$ cat src/rtl/axi_interconnect_width_convert_splitctrl_pkg.sv
// Split-command encoding shared by the address-channel splitter and the W-data sequencer.
package axi_interconnect_width_convert_splitctrl_pkg;
  localparam int CMD_LEN_W  = 8;
  localparam int CMD_OFS_W  = 8;
  localparam int CMD_SIZE_W = 3;

  localparam int CMD_TLAST_LSB = 0;
  localparam int CMD_SIZE_LSB  = CMD_TLAST_LSB + 1;
  localparam int CMD_OFS_LSB   = CMD_SIZE_LSB + CMD_SIZE_W;
  localparam int CMD_LEN_LSB   = CMD_OFS_LSB + CMD_OFS_W;
  localparam int CMD_W         = CMD_LEN_LSB + CMD_LEN_W;

  typedef struct packed {
    logic [CMD_LEN_W-1:0]  len;
    logic [CMD_OFS_W-1:0]  offset;
    logic [CMD_SIZE_W-1:0] reqsize;
    logic                  tlast;
  } split_cmd_t;

  typedef enum logic {
    ST_IDLE = 1'b0,
    ST_RUN  = 1'b1
  } seq_state_e;

  function automatic int clog2(input int value);
    int result;
    result = 0;
    while ((1 << result) < value) result = result + 1;
    return result;
  endfunction
endpackage

$ cat src/rtl/axi_interconnect_sync_fifo.sv
// Generic single-clock first-word-fall-through FIFO; the head entry is visible while not empty.
module axi_interconnect_sync_fifo
  import axi_interconnect_width_convert_splitctrl_pkg::*;
#(
  parameter int WIDTH = 8,
  parameter int DEPTH = 4
) (
  input  logic             clk,
  input  logic             rst_n,
  input  logic             push_i,
  input  logic [WIDTH-1:0] wdata_i,
  input  logic             pop_i,
  output logic [WIDTH-1:0] rdata_o,
  output logic             full_o,
  output logic             empty_o
);
  localparam int ADDR_W = clog2(DEPTH);

  logic [WIDTH-1:0] mem_q [DEPTH];
  logic [ADDR_W:0]  wr_ptr_q, wr_ptr_d;
  logic [ADDR_W:0]  rd_ptr_q, rd_ptr_d;
  logic             push_ok, pop_ok;

  // Extra pointer MSB distinguishes full from empty when the indices match.
  assign empty_o  = (wr_ptr_q == rd_ptr_q);
  assign full_o   = (wr_ptr_q[ADDR_W] != rd_ptr_q[ADDR_W]) &&
                    (wr_ptr_q[ADDR_W-1:0] == rd_ptr_q[ADDR_W-1:0]);
  assign pop_ok   = pop_i & ~empty_o;
  assign push_ok  = push_i & (~full_o | pop_ok);
  assign wr_ptr_d = wr_ptr_q + {{ADDR_W{1'b0}}, push_ok};
  assign rd_ptr_d = rd_ptr_q + {{ADDR_W{1'b0}}, pop_ok};
  assign rdata_o  = mem_q[rd_ptr_q[ADDR_W-1:0]];

  always_ff @(posedge clk) begin
    if (push_ok) mem_q[wr_ptr_q[ADDR_W-1:0]] <= wdata_i;
  end

  always_ff @(posedge clk or negedge rst_n) begin
    if (!rst_n) begin
      wr_ptr_q <= '0;
      rd_ptr_q <= '0;
    end else begin
      wr_ptr_q <= wr_ptr_d;
      rd_ptr_q <= rd_ptr_d;
    end
  end
endmodule

$ cat src/rtl/axi_interconnect_width_convert_splitctrl.sv
// W-data sequencer for the downsizer: queues split commands and replays them beat by beat
// as lane-select / slave-word-pop / last-beat control for the W lane multiplexer.
module axi_interconnect_width_convert_splitctrl
  import axi_interconnect_width_convert_splitctrl_pkg::*;
#(
  parameter int  WIDTH_SDATA = 64,
  parameter int  WIDTH_MDATA = 32,
  parameter int  CMD_DEPTH   = 4,
  parameter int  U_DLY       = 1,
  localparam int LANES       = WIDTH_SDATA / WIDTH_MDATA,
  localparam int LANE_W      = (clog2(LANES) > 1) ? clog2(LANES) : 1,
  localparam int MAX_MSIZE   = clog2(WIDTH_MDATA / 8),
  localparam int MAX_SSIZE   = clog2(WIDTH_SDATA / 8)
) (
  input  logic              clk_sys,
  input  logic              rst_n,
  input  logic              split_en,
  input  logic [7:0]        split_len,
  input  logic [7:0]        split_offset,
  input  logic [2:0]        split_size,
  input  logic [2:0]        split_reqsize,
  input  logic              split_tlast,
  output logic              cmd_full,
  output logic              cmd_empty,
  output logic              cmd_overflow,
  output logic              seq_valid,
  input  logic              seq_ready,
  output logic [LANE_W-1:0] seq_lane,
  output logic              seq_pop,
  output logic              seq_mlast,
  output logic              seq_slast
);
  seq_state_e            state_q, state_d;
  logic [CMD_LEN_W-1:0]  beat_q, beat_d;
  logic [CMD_OFS_W-1:0]  addr_q, addr_d;
  logic [CMD_SIZE_W-1:0] size_q, size_d, head_size;
  logic                  tlast_q, tlast_d;
  logic [LANE_W-1:0]     lane_q, lane_d, lane_addr;
  logic                  pop_q, pop_d;
  logic                  mlast_q, mlast_d;
  logic                  slast_q, slast_d;
  logic                  overflow_q;
  logic [CMD_W-1:0]      cmd_wdata, cmd_rdata;
  split_cmd_t            head;
  logic                  fifo_pop, load, run_d;
  logic [CMD_OFS_W:0]    addr_ext, addr_nxt;
  logic                  unused_ok;

  // split_size is redundant with reqsize and the fixed width ratio; it is not needed here.
  assign unused_ok = ^{split_size, (U_DLY != 0)};

  assign cmd_wdata[CMD_LEN_LSB +: CMD_LEN_W]   = split_len;
  assign cmd_wdata[CMD_OFS_LSB +: CMD_OFS_W]   = split_offset;
  assign cmd_wdata[CMD_SIZE_LSB +: CMD_SIZE_W] = split_reqsize;
  assign cmd_wdata[CMD_TLAST_LSB]              = split_tlast;

  axi_interconnect_sync_fifo #(
    .WIDTH (CMD_W),
    .DEPTH (CMD_DEPTH)
  ) u_cmd_fifo (
    .clk     (clk_sys),
    .rst_n   (rst_n),
    .push_i  (split_en),
    .wdata_i (cmd_wdata),
    .pop_i   (fifo_pop),
    .rdata_o (cmd_rdata),
    .full_o  (cmd_full),
    .empty_o (cmd_empty)
  );

  assign head      = split_cmd_t'(cmd_rdata);
  assign head_size = (head.reqsize > CMD_SIZE_W'(MAX_MSIZE)) ? CMD_SIZE_W'(MAX_MSIZE) : head.reqsize;

  always_comb begin
    state_d  = state_q;
    beat_d   = beat_q;
    addr_d   = addr_q;
    size_d   = size_q;
    tlast_d  = tlast_q;
    load     = 1'b0;
    fifo_pop = 1'b0;
    case (state_q)
      ST_IDLE: begin
        if (!cmd_empty) begin
          load    = 1'b1;
          state_d = ST_RUN;
        end
      end
      ST_RUN: begin
        if (seq_ready) begin
          if (beat_q != '0) begin
            beat_d = beat_q - 8'd1;
            addr_d = addr_q + (8'd1 << size_q);
          end else if (!cmd_empty) begin
            load = 1'b1;
          end else begin
            state_d = ST_IDLE;
          end
        end
      end
      default: state_d = ST_IDLE;
    endcase
    if (load) begin
      fifo_pop = 1'b1;
      beat_d   = head.len;
      addr_d   = head.offset;
      size_d   = head_size;
      tlast_d  = head.tlast;
    end
  end

  if (LANES > 1) begin : g_lane
    assign lane_addr = addr_d[MAX_MSIZE +: LANE_W];
  end else begin : g_lane_single
    assign lane_addr = '0;
  end

  // Outputs are precomputed from next-state counters so they register alongside them.
  always_comb begin
    addr_ext = {1'b0, addr_d};
    addr_nxt = addr_ext + ({{CMD_OFS_W{1'b0}}, 1'b1} << size_d);
    run_d    = (state_d == ST_RUN);
    mlast_d  = run_d && (beat_d == '0);
    slast_d  = mlast_d && tlast_d;
    pop_d    = run_d && (((addr_nxt >> MAX_SSIZE) != (addr_ext >> MAX_SSIZE)) || slast_d);
    lane_d   = run_d ? lane_addr : '0;
  end

  always_ff @(posedge clk_sys or negedge rst_n) begin
    if (!rst_n) begin
      state_q    <= ST_IDLE;
      beat_q     <= '0;
      addr_q     <= '0;
      size_q     <= '0;
      tlast_q    <= 1'b0;
      lane_q     <= '0;
      pop_q      <= 1'b0;
      mlast_q    <= 1'b0;
      slast_q    <= 1'b0;
      overflow_q <= 1'b0;
    end else begin
      state_q <= state_d;
      beat_q  <= beat_d;
      addr_q  <= addr_d;
      size_q  <= size_d;
      tlast_q <= tlast_d;
      lane_q  <= lane_d;
      pop_q   <= pop_d;
      mlast_q <= mlast_d;
      slast_q <= slast_d;
      if (split_en && cmd_full && !fifo_pop) overflow_q <= 1'b1;
    end
  end

  assign seq_valid    = (state_q == ST_RUN);
  assign seq_lane     = lane_q;
  assign seq_pop      = pop_q;
  assign seq_mlast    = mlast_q;
  assign seq_slast    = slast_q;
  assign cmd_overflow = overflow_q;
endmodule

$ cat config.mk
export PLATFORM = sky130hd
export DESIGN_NAME = axi_interconnect_width_convert_splitctrl
export DESIGN_NICKNAME = d
export VERILOG_FILES = /design/src/rtl/axi_interconnect_width_convert_splitctrl_pkg.sv /design/src/rtl/axi_interconnect_sync_fifo.sv /design/src/rtl/axi_interconnect_width_convert_splitctrl.sv
export SDC_FILE = /design/constraint.sdc
export NUM_CORES = 1
export LEC_CHECK = 0
export CELL_PAD_IN_SITES_DETAIL_PLACEMENT = 2
export CELL_PAD_IN_SITES_GLOBAL_PLACEMENT = 2
export CORE_MARGIN = 1.5
export CORE_UTILIZATION = 40
export CTS_BUF_LIST = sky130_fd_sc_hd__clkbuf_8
export CTS_CLUSTER_SIZE = 20
export DETAILED_ROUTE_END_ITERATION = 10
export GPL_TIMING_DRIVEN = 0
export MAX_ROUTING_LAYER = met4
export PLACE_DENSITY = 0.76
export SYNTH_ARGS = -nofsm -noshare
export SYNTH_HDL_FRONTEND = slang
export SYNTH_SLANG_ARGS = --single-unit
$ cat constraint.sdc
create_clock -name clk_sys -period 7.27 [get_ports clk_sys]
set_input_delay 1.454 -clock clk_sys [delete_from_list [all_inputs] [get_ports clk_sys]]
set_output_delay 1.454 -clock clk_sys [all_outputs]
set_load 0.02 [all_outputs]
==> metrics.md, run 1 <==
| Metric | Value |
|---|---|
| Die Area | `around 0.014 mm2` |
| Setup tns final | `0 ns` |
| Post-synthesis sequential area ratio | `roughly three fifths` |
| Setup WS post-layout | `around 1.7 ns` |
| CP Capture Type | `flop` |
| Syn nets | `428` |
| DRT iter0 DRCs | `157` |
| Floorplan core area | `~0.013 mm2` |
| Hpwl dp | `10,100 um` |
| Total GRT Usage | `a little over a fifth` |
| Clock latency on the worst-skew pair | `approximately 0.41 ns` |
| Number of nets in the layout | `roughly 470` |
| Die Height | `118 um` |
| CTS tree | `done` |
| Hold/Removal Path Class | `reg2reg` |
| Layout Skew | `around 0.014 ns` |
| Crit path DAT | `roughly 5.9 ns` |
| Synth area leaders | `edfxtp_1 (45%), dfrtp_1 (15%), mux4_2 (8.0%), ha_1 (4.0%), nand2_1 (1.7%)` |
| FF+latch count, synth | `112` |
| R2R Setup Slk | `roughly 2.5 ns` |
| Chip Width | `about 120 um` |
| Leakage power total | `2.27 nW` |
| Vias per inst | `between 5 and 6` |
| Initial antenna violation count | `0` |
| Fraction of layout instances using a drive strength above 1 | `around 15%` |
| Critical path type | `in2reg` |
| Clk buf depth | `2` |
| Design area | `approximately 0.0061 mm2` |
| Dpl cells | `589` |
| RSZ-0062 raised after global routing | `false` |
| Largest area contributor in the netlist | `edfxtp_1` |
| Slew margin rel. | `between 20% and 30%` |
| Total grt overflow | `0` |
| Placed Area | `0.00590 mm2` |
| Critical path data required time | `between 7 and 8 ns` |
| Finished Layout Cells | `605` |
| Smallest hold slack | `approximately 0.47 ns` |
| Hold path startpoint | `cmd_overflow` |
| IO buf count | `31` |
| R2r endpoint | `seq_pop` |
| Ys async rst share | `between 20 and 30%` |
| Pwr dens | `386 mW/mm2` |
| Antenna Cells | `0` |
| I/O Pins | `35` |
| RR Startpoint | `beat_q[0]` |
| Post-route ant nets | `0` |
| Worst setup SP type | `primary input` |
| Reg clk slew, reported paths | `~0.12 ns` |
| Detailed-route wire length | `roughly 14,000 um` |
| Power Total | `roughly 2.4 mW` |
| Syn Area/Cell | `13.9 um2` |
| Post-synth cell types | `64` |
| Fin. Hold Viols | `0` |
| Synth Flop Type | `edfxtp_1` |
| Least-Margin Pin Slew | `approximately 1.1 ns` |
| Vias in the first global route | `around 3,700` |
| Post-Synthesis Cells | `between 300 and 400` |
| Fin. max-slew vios | `0` |
| Filler cells | `roughly 1,200` |
| Crit-path max FO | `10` |
| Synth warnings | `0` |
| Synth Cell Area | `around 0.0053 mm2` |
| Area grow syn2layout | `14.4%` |
| Max-cap violations | `0` |
| Initial DRT Pass Iterations | `4` |
| Post-CTS Setup Bufs | `0` |
| Largest net degree at the start of global routing | `33` |
| Layout Utilization | `between 40% and 50%` |
| Cts bufs inserted | `9` |
| Post-synth EDFFs | `80` |
| # setup viols final | `0` |
| Dpl ws | `1.18 ns` |
| First-pass GRT wire length | `between 20,000 and 25,000 um` |
| Status | `finished, final reports clean` |
| Hold_buf cts | `0` |
| Synth top area share | `45.1%` |
| CTS Sinks | `~110` |
| Worst hold endpoint | `cmd_overflow` |
| Crit share post-route | `between 70 and 80%` |
| GPL Wtd Cong | `approximately 0.78` |
| Placement Rows | `roughly 40` |
| Number of remaining DRC errors | `0` |
| Starting Density | `41.6%` |
| PostCTS Resize Cnt | `0` |
| Fmax | `roughly 0.18 GHz` |
| Clk root buf | `clkbuf_8` |
| Routed len/inst | `about 23 um` |
| H-Tree Level Count | `3` |
| Vias | `roughly 3,400` |
| Worst Hold Depth | `1` |
| Crit path time final | `~5.6 ns` |
| Cells on worst reg2reg path | `20` |
| Peak supply drop | `between 0.0002 and 0.00025 V` |
| Worst setup path startpoint | `seq_ready` |
==> power breakdown <==
part           internal, mW  switching, mW  leakage [nW]
Combinational         0.431          0.569          1.06
Clock                 0.136          0.240        0.0979
Sequential            0.864          0.117          1.12
Total                  1.43          0.926          2.27
==> registers in the layout, indices dropped and copies added, names as in the netlist, 3 cells and up <==
| register | count |
|---|---|
| u_cmd_fifo.mem_q | 80 |
| addr_q | 8 |
| u_cmd_fifo.rd_ptr_q | 3 |
| size_q | 3 |
| u_cmd_fifo.wr_ptr_q | 3 |
| beat_q | 8 |
==> final cells by class <==
type                       count  area, um2  area share (%)
timing repair buffer          34        343            5.62
clock inverter                 7       77.6            1.27
sequential                   112       3200            52.5
multi-input combinational    244       2010            32.9
tap                          172        215            3.53
clock buffer                   9        124            2.03
buffer                        11       68.8            1.13
inverter                      16       60.1           0.985
==> Yosys cell counts (6+ instances only) <==
cell,count
edfxtp_1,80
dfrtp_1,32
nand2_1,24
nor2_1,24
mux4_2,19
a21oi_1,17
ha_1,17
nand3_1,16
inv_1,15
o21ai_0,12
nor3_1,11
and3_1,9
xnor2_1,8
xor2_1,7
nor3b_1,6
==> critical path: stages <==
cell	delay, ns
clkdlybuf4s50_1	0.53
nor4b_2	0.39
a21bo_1	0.17
buf_4	0.17
nand2_4	0.11
buf_2	0.22
clkbuf_1	0.27
o21ai_0	0.43
nand2_1	0.14
nor2_1	0.15
ha_1	0.27
a21oi_1	0.26
nor2_1	0.11
a211oi_1	0.34
o31ai_4	0.13
a221oi_2	0.27
xnor2_1	0.17
mux2i_1	0.22
a21boi_1	0.08
==> cells by family (layout without fill, tap and decap cells) <==
group                    Yosys count  after routing  synth area share [%]
AO/OA/AOI/OAI                     63             63                  8.38
XOR/XNOR                          15             15                  2.46
adder cells (fa/ha/maj)           18             18                  4.37
buffers and inverters             27             77                  2.42
flip-flops                       112            112                  60.1
multiplexers                      26             26                  9.41
AND/OR/NAND/NOR                  122            122                  12.9
==> how the worst max path moves through the flow <==
stage,end,cells past startpoint
finish,seq_pop,19
CTS,seq_pop,19
floorplan,seq_pop,18
global route,seq_pop,19
global placement,u_cmd_fifo.mem_q[0][18],7
detailed placement,seq_pop,19
==> layout by cell type, fill, tap and decap left out, types with 5 or more instances in the layout <==
| cell | instances |
|---|---|
| and3_1 | 9 |
| nand3_1 | 16 |
| nand2_1 | 24 |
| edfxtp_1 | 80 |
| o21ai_0 | 12 |
| clkbuf_8 | 9 |
| nor2_1 | 23 |
| inv_1 | 15 |
| xor2_1 | 7 |
| clkdlybuf4s50_1 | 30 |
| buf_2 | 5 |
| nor3_1 | 11 |
| a21oi_1 | 17 |
| mux4_2 | 19 |
| nor3b_1 | 5 |
| ha_1 | 17 |
| xnor2_1 | 8 |
| dfrtp_1 | 32 |
==> metal layers <==
layer | global-route usage, % | share of wire [%] | vias up
met5 | - | 0 | -
met4 | 8.06 | 2.5 | 0
met3 | 3.81 | 2.2 | 23
met2 | 35.5 | 51 | 56
met1 | 26.4 | 44 | 1778
li1 | - | - | 1558
No activity file was read; power rests on OpenSTA's default activity.
==> run 2: changes to the inputs <==
==> constraint.sdc (replaced) <==
create_clock -name clk_sys -period 5.3 [get_ports clk_sys]
set_input_delay 1.06 -clock clk_sys [delete_from_list [all_inputs] [get_ports clk_sys]]
set_output_delay 1.06 -clock clk_sys [all_outputs]
set_load 0.02 [all_outputs]
==> run 2 against run 1 <==
Setup slack worse by 1.4 ns. Clock skew is 0.00060 ns lower. Sequential power is 38% higher. Clock power is 37% higher. First-iteration DRC count is 3.8% lower. Via count is 0.85% lower. Sequential share of layout area is 0.086 points lower.
==> metrics.md, run 2 (same netlist as run 1, synthesis figures left out) <==
| Metric | Value |
|---|---|
| Sequential cell area | `0.00320 mm2 (unchanged)` |
| Register share of total power | `41.7% (was 41.6%)` |
| Crit-path max FO | `10 (unchanged)` |
| Number of remaining DRC errors | `0 (unchanged)` |
| Vias in the first global route | `3,744 (unchanged)` |
| I/O Pins | `35 (unchanged)` |
| Pwr dens | `530 mW/mm2 (was 386 mW/mm2)` |
| Max reg flops | `80 (unchanged)` |
| Total GRT Usage | `21.4% (unchanged)` |
| Die Area | `0.0140 mm2 (unchanged)` |
| Post-CTS Setup Bufs | `0 (unchanged)` |
| Max-cap violations | `0 (unchanged)` |
| First-pass GRT wire length | `21,700 um (unchanged)` |
| Critical path data required time | `5.60 ns (was 7.57 ns)` |
| Commonest non-fill, non-tap cell in the layout | `edfxtp_1 (unchanged)` |
| Vias | `3,386 (was 3,415)` |
| DRT iter0 DRCs | `151 (was 157)` |
| Layout Skew | `0.0138 ns (was 0.0144 ns)` |
| Fraction of layout instances using a drive strength above 1 | `15.2% (was 15.0%)` |
| Hold_buf cts | `0 (unchanged)` |
| Antenna Cells | `0 (unchanged)` |
| H-Tree Level Count | `3 (unchanged)` |
| Initial DRT Pass Iterations | `4 (unchanged)` |
| Leakage power total | `2.28 nW (was 2.27 nW)` |
| Reg clk slew, reported paths | `0.12 ns (about the same)` |
| CTS tree | `done (unchanged)` |
| Net Sw Frac | `39.3% (about the same)` |
| Area grow syn2layout | `14.6% (was 14.4%)` |
| Chip Width | `118 um (unchanged)` |
| Fmax | `between 0.15 and 0.2 GHz` |
| Dpl cells | `589 (unchanged)` |
| Design area | `0.00611 mm2 (was 0.00610 mm2)` |
| Footprint of the multi-input gates | `0.00201 mm2 (about the same)` |
| Status | `finished, final reports clean (unchanged)` |
| Number of nets in the layout | `473 (unchanged)` |
| GPL Wtd Cong | `0.785 (unchanged)` |
| # setup viols final | `0 (unchanged)` |
| Crit path time final | `5.02 ns` |
| PostCTS Resize Cnt | `0 (unchanged)` |
| Slew margin rel. | `27.0% (was 26.1%)` |
| CTS Sinks | `112 (unchanged)` |
| Largest net degree at the start of global routing | `33 (unchanged)` |
| Fin. Hold Viols | `0 (unchanged)` |
| Total grt overflow | `0 (unchanged)` |
| Cts bufs inserted | `9 (unchanged)` |
| Clock latency on the worst-skew pair | `0.41 ns (about the same)` |
| Fin. max-slew vios | `0 (unchanged)` |
| Floorplan core area | `0.0128 mm2 (unchanged)` |
| Worst setup SP type | `primary input (unchanged)` |
| Peak supply drop | `0.000310 V (was 0.000225 V)` |
| Routed len/inst | `22.5 um (about the same)` |
| Placed Area | `0.00590 mm2 (unchanged)` |
| Detailed-route wire length | `13,600 um (about the same)` |
| CP Capture Type | `flop (unchanged)` |
| Vias per inst | `5.60 (was 5.64)` |
| Clk buf depth | `2 (unchanged)` |
| Crit share post-route | `about 95%` |
| Placement Rows | `41 (unchanged)` |
| Crit path DAT | `5.31 ns (was 5.92 ns)` |
| IO buf count | `31 (unchanged)` |
| Starting Density | `41.6% (unchanged)` |
| Clock group share of total power | `15.9% (was 16.0%)` |
| Critical path type | `in2reg (unchanged)` |
| Post-route ant nets | `0 (unchanged)` |
| Least-Margin Pin Slew | `1.09 ns (was 1.11 ns)` |
| Finished Layout Cells | `605 (unchanged)` |
| Hpwl dp | `10,100 um (unchanged)` |
| RSZ-0062 raised after global routing | `false (unchanged)` |
| Smallest hold slack | `0.470 ns (about the same)` |
| Psw | `1.27 mW (was 0.926 mW)` |
| Hold/Removal Path Class | `reg2reg (unchanged)` |
| Die Height | `118 um (unchanged)` |
| Initial antenna violation count | `0 (unchanged)` |
| Comb power frac | `42.4% (about the same)` |
| Most frequent cells in the layout | `edfxtp_1 (80), dfrtp_1 (32), clkdlybuf4s50_1 (30) (unchanged)` |
| Clk root buf | `clkbuf_8 (unchanged)` |
| Internal | `1.96 mW (was 1.43 mW)` |
| Filler cells | `1,243 (was 1,242)` |
-- run 2: worst max-delay path, stage by stage --
cell and delay [ns]:
clkdlybuf4s50_1 0.47, nor4b_4 0.18, a21bo_1 0.20, buf_4 0.17, nand2_4 0.14, buf_2 0.26
clkbuf_1 0.43, nand2_1 0.10, o21ai_1 0.18, nand2_1 0.13, nor2_1 0.13, ha_1 0.27
a21oi_1 0.26, nor2_1 0.11, a211oi_1 0.34, o31ai_4 0.13, a221oi_2 0.27, xnor2_1 0.17
mux2i_1 0.22, a21boi_1 0.08
-- run 2: final timing paths --
path	start	end	slack [ns]	depth (start not counted)
min reg2reg	cmd_overflow	cmd_overflow	0.47	1
max reg2reg	beat_q[0]	seq_pop	0.64	20
max in group asynchronous	rst_n	size_q[0]	4.07	1
max	seq_ready	seq_pop	0.28	20
min in group asynchronous	rst_n	u_cmd_fifo.rd_ptr_q[2]	0.72	1
min	cmd_overflow	cmd_overflow	0.47	1
-- run 2: final cells by class --
type | count | share of cell area [%]
inverters | 16 | 0.983
repair buffers | 34 | 5.61
plain buffers | 11 | 1.15
multi-input cells | 244 | 33.0
flip-flops and latches | 112 | 52.4
clock buffers | 9 | 2.03
clock inverters | 7 | 1.27
well taps | 172 | 3.52
-- run 2: power by group through the flow --
| stage | combinational, mW | sequential [mW] | clock [mW] |
|---|---|---|---|
| 2_1_floorplan | 0.984 | 1.32 | 0 |
| 5_1_grt | 1.52 | 1.38 | 0.553 |
| 3_5_place_dp | 1.38 | 1.37 | 0 |
| 6_report | 1.37 | 1.35 | 0.514 |
| 3_3_place_gp | 1.29 | 1.34 | 0 |
| 4_1_cts | 1.39 | 1.35 | 0.528 |
-- run 2: stage by stage --
step | setup TNS, ns | total power [mW] | util [%] | worst slack [ns]
finish | 0 | 3.24 | 47.6 | 0.284
global route | 0 | 3.45 | 47.6 | 0.00380
CTS | 0 | 3.26 | 47.5 | 0.0613
detailed placement | -0.401 | 2.74 | 46.0 | -0.401
global placement | -11.09 | 2.63 | 45.7 | -0.537
floorplan | 0 | 2.30 | - | 1.04
-- run 2: routing by layer --
layer	routed length [um]	part of all wire, %	vias up	track usage [%]
met4	327	2.4	0	8.06
met1	6040	44	1749	26.4
met5	0	0	-	-
met2	6960	51	55	35.5
li1	-	-	1560	-
met3	302	2.2	22	3.81
==> patch (settings of run 2) <==
Put one more register stage on the output `cmd_overflow`. The value now appears one clock later. The other outputs are not delayed to match.
--- a/src/rtl/axi_interconnect_width_convert_splitctrl.sv
+++ b/src/rtl/axi_interconnect_width_convert_splitctrl.sv
@@ -157,6 +157,8 @@
   assign seq_pop      = pop_q;
   assign seq_mlast    = mlast_q;
   assign seq_slast    = slast_q;
-  assign cmd_overflow = overflow_q;
+  always_ff @(posedge clk_sys) begin
+    cmd_overflow <= overflow_q;
+  end
 endmodule
 
Check against the original RTL: not equivalent (a bounded check fails within 10 cycles, from zero or initial values and one cycle with rst_n low).
==> patch against run 2 <==
  * Routed wire length up 1.0%
  * Sequential cell count is 1 higher
  * Worst setup slack improved by 0.064 ns
  * Design area increased by 3.6%
  * Area after synthesis up 0.38%
  * Power up 11%
  * Clock power increased by 61%
  * Largest power group unchanged
  * Critical path depth shrank 1
==> patch: results (changes against run 2) <==
Cells and area
  • Layout net count: 481 (+1.7%)
  • Final Instance Count excl. Fillers: 625 (+3.3%)

Logic synthesis
  • Area contributors post-synth: edfxtp_1, dfrtp_1, mux4_2
  • Syn Nets: 429 (+0.23%)
  • Post-synthesis average cell area: 13.9 um2 (+0.11%)
  • Post-synth cell types: 65 (+1.6%)
  • Ys async rst share: 28.3% (-0.25 points)

Clocking
  • CTS Buf Count: 17 (+8)
  • Worst skew pair latency: 0.44 ns (+0.03 ns)

Pwr
  • Leak Pwr: 2.39 nW (+4.9%)
  • Peak supply drop: 0.287 mV (-7.3%)

Critical path
  • Arr. time, crit path: 5.27 ns (-0.04 ns)
  • Slowest cell delay on critical path: 0.53 ns (+0.06 ns)

GRT
  • Vias in the first global route: 3,863 (+3.2%)
  • Total track usage: 22.0% (+0.54 points)
  • First-pass GRT wire length: 22,200 um (+2.5%)

Detailed routing
  • Wl on met1: 6050 um (+0.25%)
  • Vias: 3,432 (+1.4%)
  • WL met3: 312 um (+3.3%)
  • DR iter-0 viols: 152 (+0.66%)
  • Drt wl/cell: 22.0 um (-2.2%)

Timing
  • Worst-margin pin slew: 1.13 ns (+0.0314 ns)
  • Worst Clk Skew: 0.0115 ns (-0.00230 ns)

Placed design
  • Cell Count Post-Placement: 593 (+0.68%)

Outcome
  • Status: complete, no violations
patch: timing repair:
action                     CTS  global route
hold buffers                 0             0
setup endpoints to repair    0             1
resized for setup            0             6
patch: metal layers:
layer	up-vias	track usage, %
met5	-	-
met4	0	6.02
met3	18	4.97
met2	54	36.2
met1	1787	27.4
li1	1573	-
patch: report_power, final:
| part | internal, mW | leakage [nW] | switching (mW) |
|---|---|---|---|
| clock | 0.461 | 0.202 | 0.365 |
| combinational | 0.593 | 1.06 | 0.803 |
| sequential | 1.20 | 1.13 | 0.166 |
patch: kinds of logic after synthesis:
family	synth area share, %
mux	9.38
simple gates	12.8
xor+xnor	2.46
compound gates	8.35
flops	60.2
buf+inv	2.41
fa+ha+maj	4.35
patch: final cells by class:
cell class	count	area, um2
sequential	113	3220
clock inverter	15	169
clock buffer	17	234
buffer	11	71.3
timing repair buffer	33	332
multi-input combinational	244	2020
inverter	16	60.1
fill	1252	6810
tap	176	220
patch: through the flow:
stage / power, mW / TNS [ns]
5_1_grt: 3.83 / 0
3_5_place_dp: 2.77 / -0.371
6_report: 3.59 / 0
4_1_cts: 3.63 / 0
2_1_floorplan: 2.31 / 0
3_3_place_gp: 2.66 / -9.63
patch: critical path: cells and delay by family:
| kind | cells | cell delay, ns |
|---|---|---|
| buffers and inverters | 4 | 1.18 |
| muxes | 1 | 0.22 |
| AOI/OAI and AO/OA | 7 | 1.58 |
| adders and majority gates | 1 | 0.27 |
| xor gates and xnor gates | 1 | 0.17 |
| and+or+nand+nor | 5 | 0.78 |
patch: path summary, 6_finish.rpt:
check	slack, ns	startpoint	depth (start not counted)	endpoint
min reg2reg	0.39	overflow_q$_DFFE_PN0P_	0	cmd_overflow$_DFF_P_
max in group asynchronous	4.09	rst_n	1	beat_q[7]$_DFF_PN0_
min in group asynchronous	0.70	rst_n	1	u_cmd_fifo.wr_ptr_q[0]$_DFF_PN0_
max	0.35	seq_ready	19	seq_pop$_DFF_PN0_
min	0.39	overflow_q$_DFFE_PN0P_	0	cmd_overflow$_DFF_P_
max reg2reg	0.66	beat_q[0]$_DFF_PN0_	20	seq_pop$_DFF_PN0_
